==> config.mk <==
export PLATFORM = sky130hd
export DESIGN_NAME = biu_lsu
export DESIGN_NICKNAME = d
export VERILOG_FILES = /design/src/rtl/biu_lsu.sv
export SDC_FILE = /design/constraint.sdc
export NUM_CORES = 1
export LEC_CHECK = 0
export BUFFER_PORTS_ARGS = -buffer_cell sky130_fd_sc_hd__buf_2
export CORE_UTILIZATION = 56
export CTS_CLUSTER_DIAMETER = 50
export CTS_CLUSTER_SIZE = 16
export DETAILED_ROUTE_END_ITERATION = 10
export GPL_TIMING_DRIVEN = 0
export PLACE_DENSITY = 0.84
export SYNTH_ARGS = -nofsm -noshare
export SYNTH_HDL_FRONTEND = slang
export SYNTH_SLANG_ARGS = --single-unit
export TNS_END_PERCENT = 10
==> constraint.sdc <==
create_clock -name clk -period 5.35 [get_ports clk]
set_input_delay 0.8025 -clock clk [delete_from_list [all_inputs] [get_ports clk]]
set_output_delay 0.8025 -clock clk [all_outputs]
set_load 0.01 [all_outputs]
==> src/rtl/biu_lsu.sv <==
// biu_lsu: bus interface unit between the PRV332 core (EX0/MEM0/MEM1) and a
// 32-bit word-aligned request/acknowledge system bus.
// Ports:
//   clk, rst_n                  clock, asynchronous active-low reset
//   start, opc_biu, addr, wdata  core request (sampled only in IDLE)
//   ld_unsigned                  1 = zero-extend loads, 0 = sign-extend
//   busy, rdy_biu, err_biu      status; rdy_biu/err_biu are one-cycle pulses
//   rdata                        extended load result, held until next start
//   bus_req, bus_wr, bus_addr, bus_be, bus_wdata   beat request to the bus
//   bus_ack, bus_err, bus_rdata                    beat response from the bus
module biu_lsu #(
  parameter int unsigned TIMEOUT = 16
) (
  input  logic        clk,
  input  logic        rst_n,
  input  logic        start,
  input  logic [2:0]  opc_biu,
  input  logic [31:0] addr,
  input  logic [31:0] wdata,
  input  logic        ld_unsigned,
  output logic        busy,
  output logic        rdy_biu,
  output logic        err_biu,
  output logic [31:0] rdata,
  output logic        bus_req,
  output logic        bus_wr,
  output logic [31:0] bus_addr,
  output logic [3:0]  bus_be,
  output logic [31:0] bus_wdata,
  input  logic        bus_ack,
  input  logic        bus_err,
  input  logic [31:0] bus_rdata
);

  localparam int unsigned CW      = (TIMEOUT > 2) ? $clog2(TIMEOUT) : 1;
  localparam int unsigned TO_LAST = (TIMEOUT == 0) ? 0 : TIMEOUT - 1;
  localparam bit          TO_EN   = (TIMEOUT != 0);

  typedef enum logic [1:0] {IDLE, BEAT0, BEAT1, DONE} state_t;

  state_t         state_q, state_d;
  logic [CW-1:0]  cnt_q, cnt_d;
  logic [1:0]     off_q, off_d;
  logic [2:0]     opc_q, opc_d;
  logic [31:0]    wdata_q, wdata_d;
  logic           uns_q, uns_d;
  logic [31:0]    rd0_q, rd0_d;
  logic [31:0]    rdata_d, baddr_d, bwd_d;
  logic           err_d, req_d, wr_d, busy_d, rdy_d;
  logic [3:0]     be_d;

  // Lane geometry: from the live request in IDLE, from latched fields otherwise.
  logic [1:0]  src_off;
  logic [2:0]  src_n;
  logic [31:0] src_wd;
  logic [7:0]  lane_mask;
  logic [63:0] wide_wd;
  logic        split;

  always_comb begin
    src_off = off_q;
    src_wd  = wdata_q;
    case (state_q == IDLE ? opc_biu[1:0] : opc_q[1:0])
      2'b01:   src_n = 3'd1;
      2'b10:   src_n = 3'd2;
      default: src_n = 3'd4;
    endcase
    if (state_q == IDLE) begin
      src_off = addr[1:0];
      src_wd  = wdata;
    end
    // Low nibble = beat 0 enables, high nibble = beat 1 enables.
    lane_mask = ((8'd1 << src_n) - 8'd1) << src_off;
    wide_wd   = {32'd0, src_wd} << {src_off, 3'b000};
  end

  assign split = |lane_mask[7:4];

  // Read assembly from the masked beat words.
  logic [31:0] be_mask, lane_rd, w0, w1, raw, ld_ext;

  always_comb begin
    be_mask = {{8{bus_be[3]}}, {8{bus_be[2]}}, {8{bus_be[1]}}, {8{bus_be[0]}}};
    lane_rd = bus_rdata & be_mask;
    w0      = (state_q == BEAT0) ? lane_rd : rd0_q;
    w1      = (state_q == BEAT1) ? lane_rd : 32'd0;
    raw     = 32'({w1, w0} >> {off_q, 3'b000});
    case (opc_q[1:0])
      2'b01:   ld_ext = uns_q ? {24'd0, raw[7:0]}  : {{24{raw[7]}}, raw[7:0]};
      2'b10:   ld_ext = uns_q ? {16'd0, raw[15:0]} : {{16{raw[15]}}, raw[15:0]};
      default: ld_ext = raw;
    endcase
  end

  logic timeout_hit;
  assign timeout_hit = TO_EN && (cnt_q == CW'(TO_LAST));

  // Next-state and registered-output logic.
  logic finish, fin_err;

  always_comb begin
    state_d = state_q;
    cnt_d   = cnt_q;
    off_d   = off_q;
    opc_d   = opc_q;
    wdata_d = wdata_q;
    uns_d   = uns_q;
    rd0_d   = rd0_q;
    rdata_d = rdata;
    err_d   = 1'b0;
    req_d   = bus_req;
    wr_d    = bus_wr;
    baddr_d = bus_addr;
    be_d    = bus_be;
    bwd_d   = bus_wdata;
    finish  = 1'b0;
    fin_err = 1'b0;

    case (state_q)
      IDLE: begin
        if (start) begin
          rdata_d = 32'd0;
          if (opc_biu[1:0] == 2'b00) begin
            state_d = DONE;
            err_d   = 1'b1;
          end else begin
            off_d   = addr[1:0];
            opc_d   = opc_biu;
            wdata_d = wdata;
            uns_d   = ld_unsigned;
            cnt_d   = '0;
            state_d = BEAT0;
            req_d   = 1'b1;
            wr_d    = ~opc_biu[2];
            baddr_d = {addr[31:2], 2'b00};
            be_d    = lane_mask[3:0];
            bwd_d   = wide_wd[31:0];
          end
        end
      end
      BEAT0: begin
        if (bus_ack) begin
          if (bus_err) begin
            finish  = 1'b1;
            fin_err = 1'b1;
          end else if (split) begin
            // bus_req stays high: back-to-back second beat.
            rd0_d   = lane_rd;
            cnt_d   = '0;
            state_d = BEAT1;
            baddr_d = bus_addr + 32'd4;
            be_d    = lane_mask[7:4];
            bwd_d   = wide_wd[63:32];
          end else begin
            finish = 1'b1;
          end
        end else if (timeout_hit) begin
          finish  = 1'b1;
          fin_err = 1'b1;
        end else begin
          cnt_d = cnt_q + CW'(1);
        end
      end
      BEAT1: begin
        if (bus_ack) begin
          finish  = 1'b1;
          fin_err = bus_err;
        end else if (timeout_hit) begin
          finish  = 1'b1;
          fin_err = 1'b1;
        end else begin
          cnt_d = cnt_q + CW'(1);
        end
      end
      DONE: state_d = IDLE;
      default: state_d = IDLE;
    endcase

    if (finish) begin
      state_d = DONE;
      req_d   = 1'b0;
      wr_d    = 1'b0;
      baddr_d = 32'd0;
      be_d    = 4'd0;
      bwd_d   = 32'd0;
      err_d   = fin_err;
      rdata_d = (fin_err || !opc_q[2]) ? 32'd0 : ld_ext;
    end

    busy_d = (state_d != IDLE);
    rdy_d  = (state_d == DONE);
  end

  // State and output registers.
  always_ff @(posedge clk or negedge rst_n) begin
    if (!rst_n) begin
      state_q   <= IDLE;
      cnt_q     <= '0;
      off_q     <= 2'd0;
      opc_q     <= 3'd0;
      wdata_q   <= 32'd0;
      uns_q     <= 1'b0;
      rd0_q     <= 32'd0;
      busy      <= 1'b0;
      rdy_biu   <= 1'b0;
      err_biu   <= 1'b0;
      rdata     <= 32'd0;
      bus_req   <= 1'b0;
      bus_wr    <= 1'b0;
      bus_addr  <= 32'd0;
      bus_be    <= 4'd0;
      bus_wdata <= 32'd0;
    end else begin
      state_q   <= state_d;
      cnt_q     <= cnt_d;
      off_q     <= off_d;
      opc_q     <= opc_d;
      wdata_q   <= wdata_d;
      uns_q     <= uns_d;
      rd0_q     <= rd0_d;
      busy      <= busy_d;
      rdy_biu   <= rdy_d;
      err_biu   <= err_d;
      rdata     <= rdata_d;
      bus_req   <= req_d;
      bus_wr    <= wr_d;
      bus_addr  <= baddr_d;
      bus_be    <= be_d;
      bus_wdata <= bwd_d;
    end
  end

endmodule

* After elaboration in Yosys (flattened, before gate mapping)
Cells that the tools add are included. W data, S select, Z words.
Cells by class: add/sub/neg operators 3, reduce and logical (&&, ||, !) cells 16, bitwise operators 4, mux-type cells 71, shift operators 4, equality and inequality tests 20
Operators by type and width (number):
- $mux W32 | 21
- $pmux W32 S2 | 3
- $shl A32 B5 Y64 | 1
- $shr A64 B5 Y32 | 1
- $mux W4 | 13
- $add A32 B3 Y32 const B | 1
- $and A32 B32 Y32 | 1
- $ne A3 B3 Y1 const B | 7
- $mux W1 | 20
- $mux W2 | 8
- $pmux W4 S3 | 1
- $reduce_and A6 Y1 | 2
- $eq A2 B2 Y1 const B | 5
- $ne A2 B2 Y1 const B | 4
- $pmux W4 S2 | 1
- $shl A1 B3 Y8 const A | 1
- $shl A8 B2 Y8 | 1
- $sub A8 B1 Y8 const B | 1
- $eq A2 B1 Y1 const B | 3
- $pmux W2 S3 | 1
- $pmux W3 S2 | 1
- $reduce_and A3 Y1 | 2
- $reduce_bool A2 Y1 | 3
- $reduce_bool A3 Y1 | 2
- 10 further kinds | 14
Storage, ports and cells: flip-flop bits (word level) 181, output and inout port bits 105, input bits 105, word-level logic and storage cells 134

* Depth between registers and ports, before layout
depth in word-level cells 14, mapped depth 20, depth with buffers taken out 14

* Worst setup path after synthesis
Ideal clock, no wire load.
kind register -> register, from register state_q[0], to register bus_addr[12], data arrival time 3.918 ns, data required time 5.224 ns, cell stages (with the launch flop) 20, setup slack 1.306 ns, clock period less this slack 4.044 ns, library setup time 0.126 ns, cells stage by stage dfrtp_1 -> inv_1 -> ha_1 -> buf_2 -> buf_2 -> buf_1 -> buf_1 -> nand2_1 -> o21ai_0 -> inv_1 -> ha_1 -> inv_1 -> ha_1 -> nand3_1 -> nor3b_4 -> o31a_1 -> nand3_2 -> nor2_1 -> buf_4 -> a221o_1
Between the ends: longest elaborated chain between the ends 14, elaborated cells on any way between the ends 25
RTL lines:
- start: declaration | line 41 | state_t state_q, state_d;
- start signal: assignment | line 214 | state_q <= state_d;
- $logic_not A2 Y1 | line 63, 68, 119
- $mux W2 | line 63 | case (state_q == IDLE ? opc_biu[1:0] : opc_q[1:0])
- $eq A2 B2 Y1 or $eq A2 B1 Y1 (tied branches) | line 63
- $pmux W3 S2 | line 63
- $shl A1 B3 Y8 | line 73 | lane_mask = ((8'd1 << src_n) - 8'd1) << src_off;
- $sub A8 B1 Y8 | line 73
- $shl A8 B2 Y8 | line 73
- $reduce_or A4 Y1 | line 77 | assign split = |lane_mask[7:4];
- $mux W1 | line 146 | end else if (split) begin
- $mux W1 | line 143 | if (bus_err) begin
- $mux W1 | line 142 | if (bus_ack) begin
- $pmux W1 S2 | line 119 | case (state_q)
- $ne A3 B3 Y1 (no line) or $reduce_bool A3 Y1 (tied branches)
- $reduce_and A6 Y1 (no line)
- end signal: assignment | line 227 | bus_addr <= baddr_d;
- end: declaration | line 27 | output logic [31:0] bus_addr,
Several ways; a longest one is shown, not always the timed one. A chain may end at the register's enable or synchronous reset.

* Worst setup path in the final report
from register state_q[0], to register bus_be[1]
Between the ends: longest elaborated chain between the ends 14, elaborated cells on any way between the ends 30
RTL lines:
- $logic_not A2 Y1 | line 63, 68, 119
- $mux W2 | line 63
- $eq A2 B2 Y1 or $eq A2 B1 Y1 (tied branches) | line 63
- $pmux W3 S2 | line 63
- $shl A1 B3 Y8 | line 73
- $sub A8 B1 Y8 | line 73
- $shl A8 B2 Y8 | line 73
- $reduce_or A4 Y1 | line 77
- $mux W1 | line 146
- $mux W1 | line 143
- $mux W1 | line 142
- $pmux W1 S2 | line 119
- $ne A3 B3 Y1 (no line) or $reduce_bool A3 Y1 (tied branches)
- $reduce_and A6 Y1 (no line)
- end signal: assignment | line 211 | bus_be <= 4'd0;
- end signal: assignment | line 228 | bus_be <= be_d;
- end: declaration | line 28 | output logic [3:0] bus_be,
Several ways; a longest one is shown, not always the timed one. The select of a mux whose other input is x is not followed.

==> results.sh <==
export IMPL_layout_min_cycle_time_ns=4.96
export IMPL_fillers=1522
export IMPL_grt_usage_pct=36.2
export IMPL_routed_wl_um=35700
export IMPL_grt_start_max_net_pins=113
export IMPL_path_class="flop to flop"
export IMPL_cts_made_buffers=17
export IMPL_clkSinkCount=179
export IMPL_wl_per_cell_um=20.9
export IMPL_antenna_found_initial=1
export IMPL_power_leakage_uw=0.00594
export IMPL_ys_seq_elements=179
export IMPL_synth_edf_count=0
export IMPL_clk_pin_slew_ns=0.08
export IMPL_dpl_hpwl_um=26900
export IMPL_start_util_pct=57.5
export IMPL_layout_area_overhead_vs_synth_pct=18.4
export IMPL_multi_input_area_um2=5910
export IMPL_ios=210
export IMPL_ys_seq_area_share_pct=41.2
export IMPL_synth_top_area_share_pct=41.2
export IMPL_crit_arrival_ns=5.33
export IMPL_cap_violations=0
export IMPL_dr_first_iter_drc_count=1304
export IMPL_overflow=0
export IMPL_rsz0062_at_grt="no"
export IMPL_gp_congestion=1.02
export IMPL_clock_root_buffer="clkbuf_16"
export IMPL_seqCellArea_um2=4480
export IMPL_yosysTopAreaCell="dfrtp_1"
export IMPL_core_rowCount=50
export IMPL_ys_flop_type="dfrtp_1"
export IMPL_clk_latency_ns=0.45
export IMPL_placed_cell_area_um2=12300
export IMPL_portBuffers=205
export IMPL_grt_pass1_wl_um=55200
export IMPL_antenna_left=0
export IMPL_worstMarginPinSlew_ns=0.887
export IMPL_vias_per_cell=6.29
export IMPL_ctsHtreeMaxLevel=4
export IMPL_vias=10700
export IMPL_crit_fanout=10
export IMPL_fp_dieW_um=141
export IMPL_syn_area_um2=10900
export IMPL_final_util_pct=68.1
export IMPL_setup_violations=0
export IMPL_die_y_um=141
export IMPL_grt_pass1_vias=10100
export IMPL_async_reset_ff_share_pct=100
export IMPL_layout_drive_gt1_share_pct=24.6
export IMPL_cp_end_kind="flop"
export IMPL_worstHoldPathType="input port to async pin"
export IMPL_fmax_mhz=201
export IMPL_cp_required_ns=5.72
export IMPL_syn_instance_count=1208
export IMPL_drc=0
export IMPL_dieArea_um2=20000
export IMPL_outcome="completed"
export IMPL_cts_tree="done"
export IMPL_ys_types=64
export IMPL_nets=1552
export IMPL_slew_headroom_pct=40.9
export IMPL_p_per_area_nw_per_um2=689
export IMPL_dr_pass1_iters=5
export IMPL_finalCritPeriodShare_pct=92.8
export IMPL_clockBufferDepth=2
export IMPL_max_vdd_ir_drop_v=0.000352
export IMPL_post_cts_buffers=0
export IMPL_core_um2=18900
export IMPL_fin_worst_skew_ns=0.0128
export IMPL_design_area_um2=12900
export IMPL_synth_area_per_cell_um2=9.00
export IMPL_setup_tns_ns=0
export IMPL_start_kind="flop"
export IMPL_r2r_cells=20
export IMPL_synth_area_leaders="dfrtp_1 (41%), mux2_2 (7.4%), nand2_1 (5.4%)"
export IMPL_yosys_warnings=0
export IMPL_hold_viol=0
export IMPL_final_max_slew_violation_count=0
==> cell type report <==
class                      count  share of cell area (%)
sequential                   179                    34.8
timing repair buffer         206                    8.27
buffer                        96                    3.34
multi-input combinational    918                    45.9
antenna                        1                  0.0194
tap                          260                    2.53
clock inverter                14                    1.21
inverter                      16                   0.467
clock buffer                  18                    3.41
==> repair_timing <==
| action | CTS | global route |
|---|---|---|
| endpoints found under the setup margin | 0 | 119 |
| endpoints found under the hold margin | 0 | 0 |
| gates resized for setup | 0 | 4 |
| hold buffers | 0 | 0 |
==> synthesized netlist by cell type (all sizes together) (15+ instances only) <==
cell    number
mux2        71
nand3       56
o21ai      106
and2        15
clkbuf      54
nand2      156
a21oi       96
a22o        65
o22ai       28
nor2        84
and3        22
nand2b      16
a211oi      23
inv         15
buf         42
dfrtp      179
mux2i       54
==> state kept, by name, summed over array words and instances (netlist names) <==
| name | count |
|---|---|
| bus_addr | 30 |
| err_biu | 1 |
| wdata_q | 32 |
| rdy_biu | 1 |
| bus_wdata | 32 |
| cnt_q | 4 |
| rdata | 32 |
| state_q | 2 |
| busy | 1 |
| bus_req | 1 |
| uns_q | 1 |
| off_q | 2 |
| opc_q | 3 |
| bus_be | 4 |
| rd0_q | 32 |
| bus_wr | 1 |
==> cells by family (layout without fill, tap and decap cells) <==
group / count (synthesis) / in the layout / share of synthesized area [%]
AOI/OAI and AO/OA: 368 / 368 / 21.7
buffers and inverters: 112 / 350 / 4.48
and+or+nand+nor: 388 / 388 / 16.5
other: 1 / 3 / 0.0345
DFF: 179 / 179 / 41.2
xor gates and xnor gates: 20 / 20 / 1.61
adders and majority gates: 13 / 13 / 1.50
muxes: 127 / 127 / 13.0
==> report_power, final <==
part | internal (uW) | switching [uW]
Combinational | 1940 | 3270
Clock | 644 | 646
Sequential | 1910 | 444
==> worst max-delay path: stages, from the launching register on <==
cell and delay, ns:
dfrtp_1 0.44, inv_1 0.14, ha_1 0.16, buf_2 0.22, buf_2 0.24, clkbuf_2 0.28, buf_1 0.42, nand2_1 0.08
o21ai_0 0.18, inv_1 0.12, ha_1 0.47, inv_1 0.13, ha_1 0.36, nand3_1 0.11, nor3b_4 0.37, o31ai_4 0.15
o21ai_1 0.26, buf_2 0.29, buf_2 0.29, nand2_1 0.08, o21ai_1 0.10
==> per-layer routing <==
layer  vias up  part of all wire (%)  GRT usage [%]
met5         -                     0              0
met4         0                   3.8           15.8
met3       107                   9.4           6.51
met2       648                    45           55.2
met1      5158                    42           50.6
li1       4825                     -              -
==> path summary, 6_finish.rpt <==
check	from	endpoint	slack [ns]
worst max register to register	state_q[0]	bus_be[1]	0.39
min in group clk	rdata[4]	rdata[4]	0.48
worst max-delay path	state_q[0]	bus_be[1]	0.39
max in group asynchronous	rst_n	bus_wdata[16]	4.06
worst min register to register	rdata[4]	rdata[4]	0.48
worst min-delay path	rst_n	rdata[23]	0.28
==> layout by cell type (no fill, tap or decap), drive strengths merged, types with 9 or more instances in the layout <==
master and instances:
clkbuf 73, a21oi 96, a22oi 13, xor2 14
a22o 65, nand4 10, and3 22, inv 25
mux2 71, nand3 56, nor2 84, o21ai 106
nand2b 16, nor3 9, nand2 156, ha 13
dfrtp 179, and2 15, o22ai 28, mux2i 54
a211oi 23, buf 247
==> through the flow <==
stage	power [uW]	hold slack [ns]	instances	setup WS, ns
after floorplan	5780	0.445	1209	1.31
after global placement	7270	0.464	1674	0.354
after detailed placement	7400	0.470	1675	0.297
after CTS	8710	0.303	1707	0.246
after global routing	9380	0.339	1708	0.00348
final	8860	0.283	1708	0.387
Note: power is estimated with default switching activity, not from simulation.
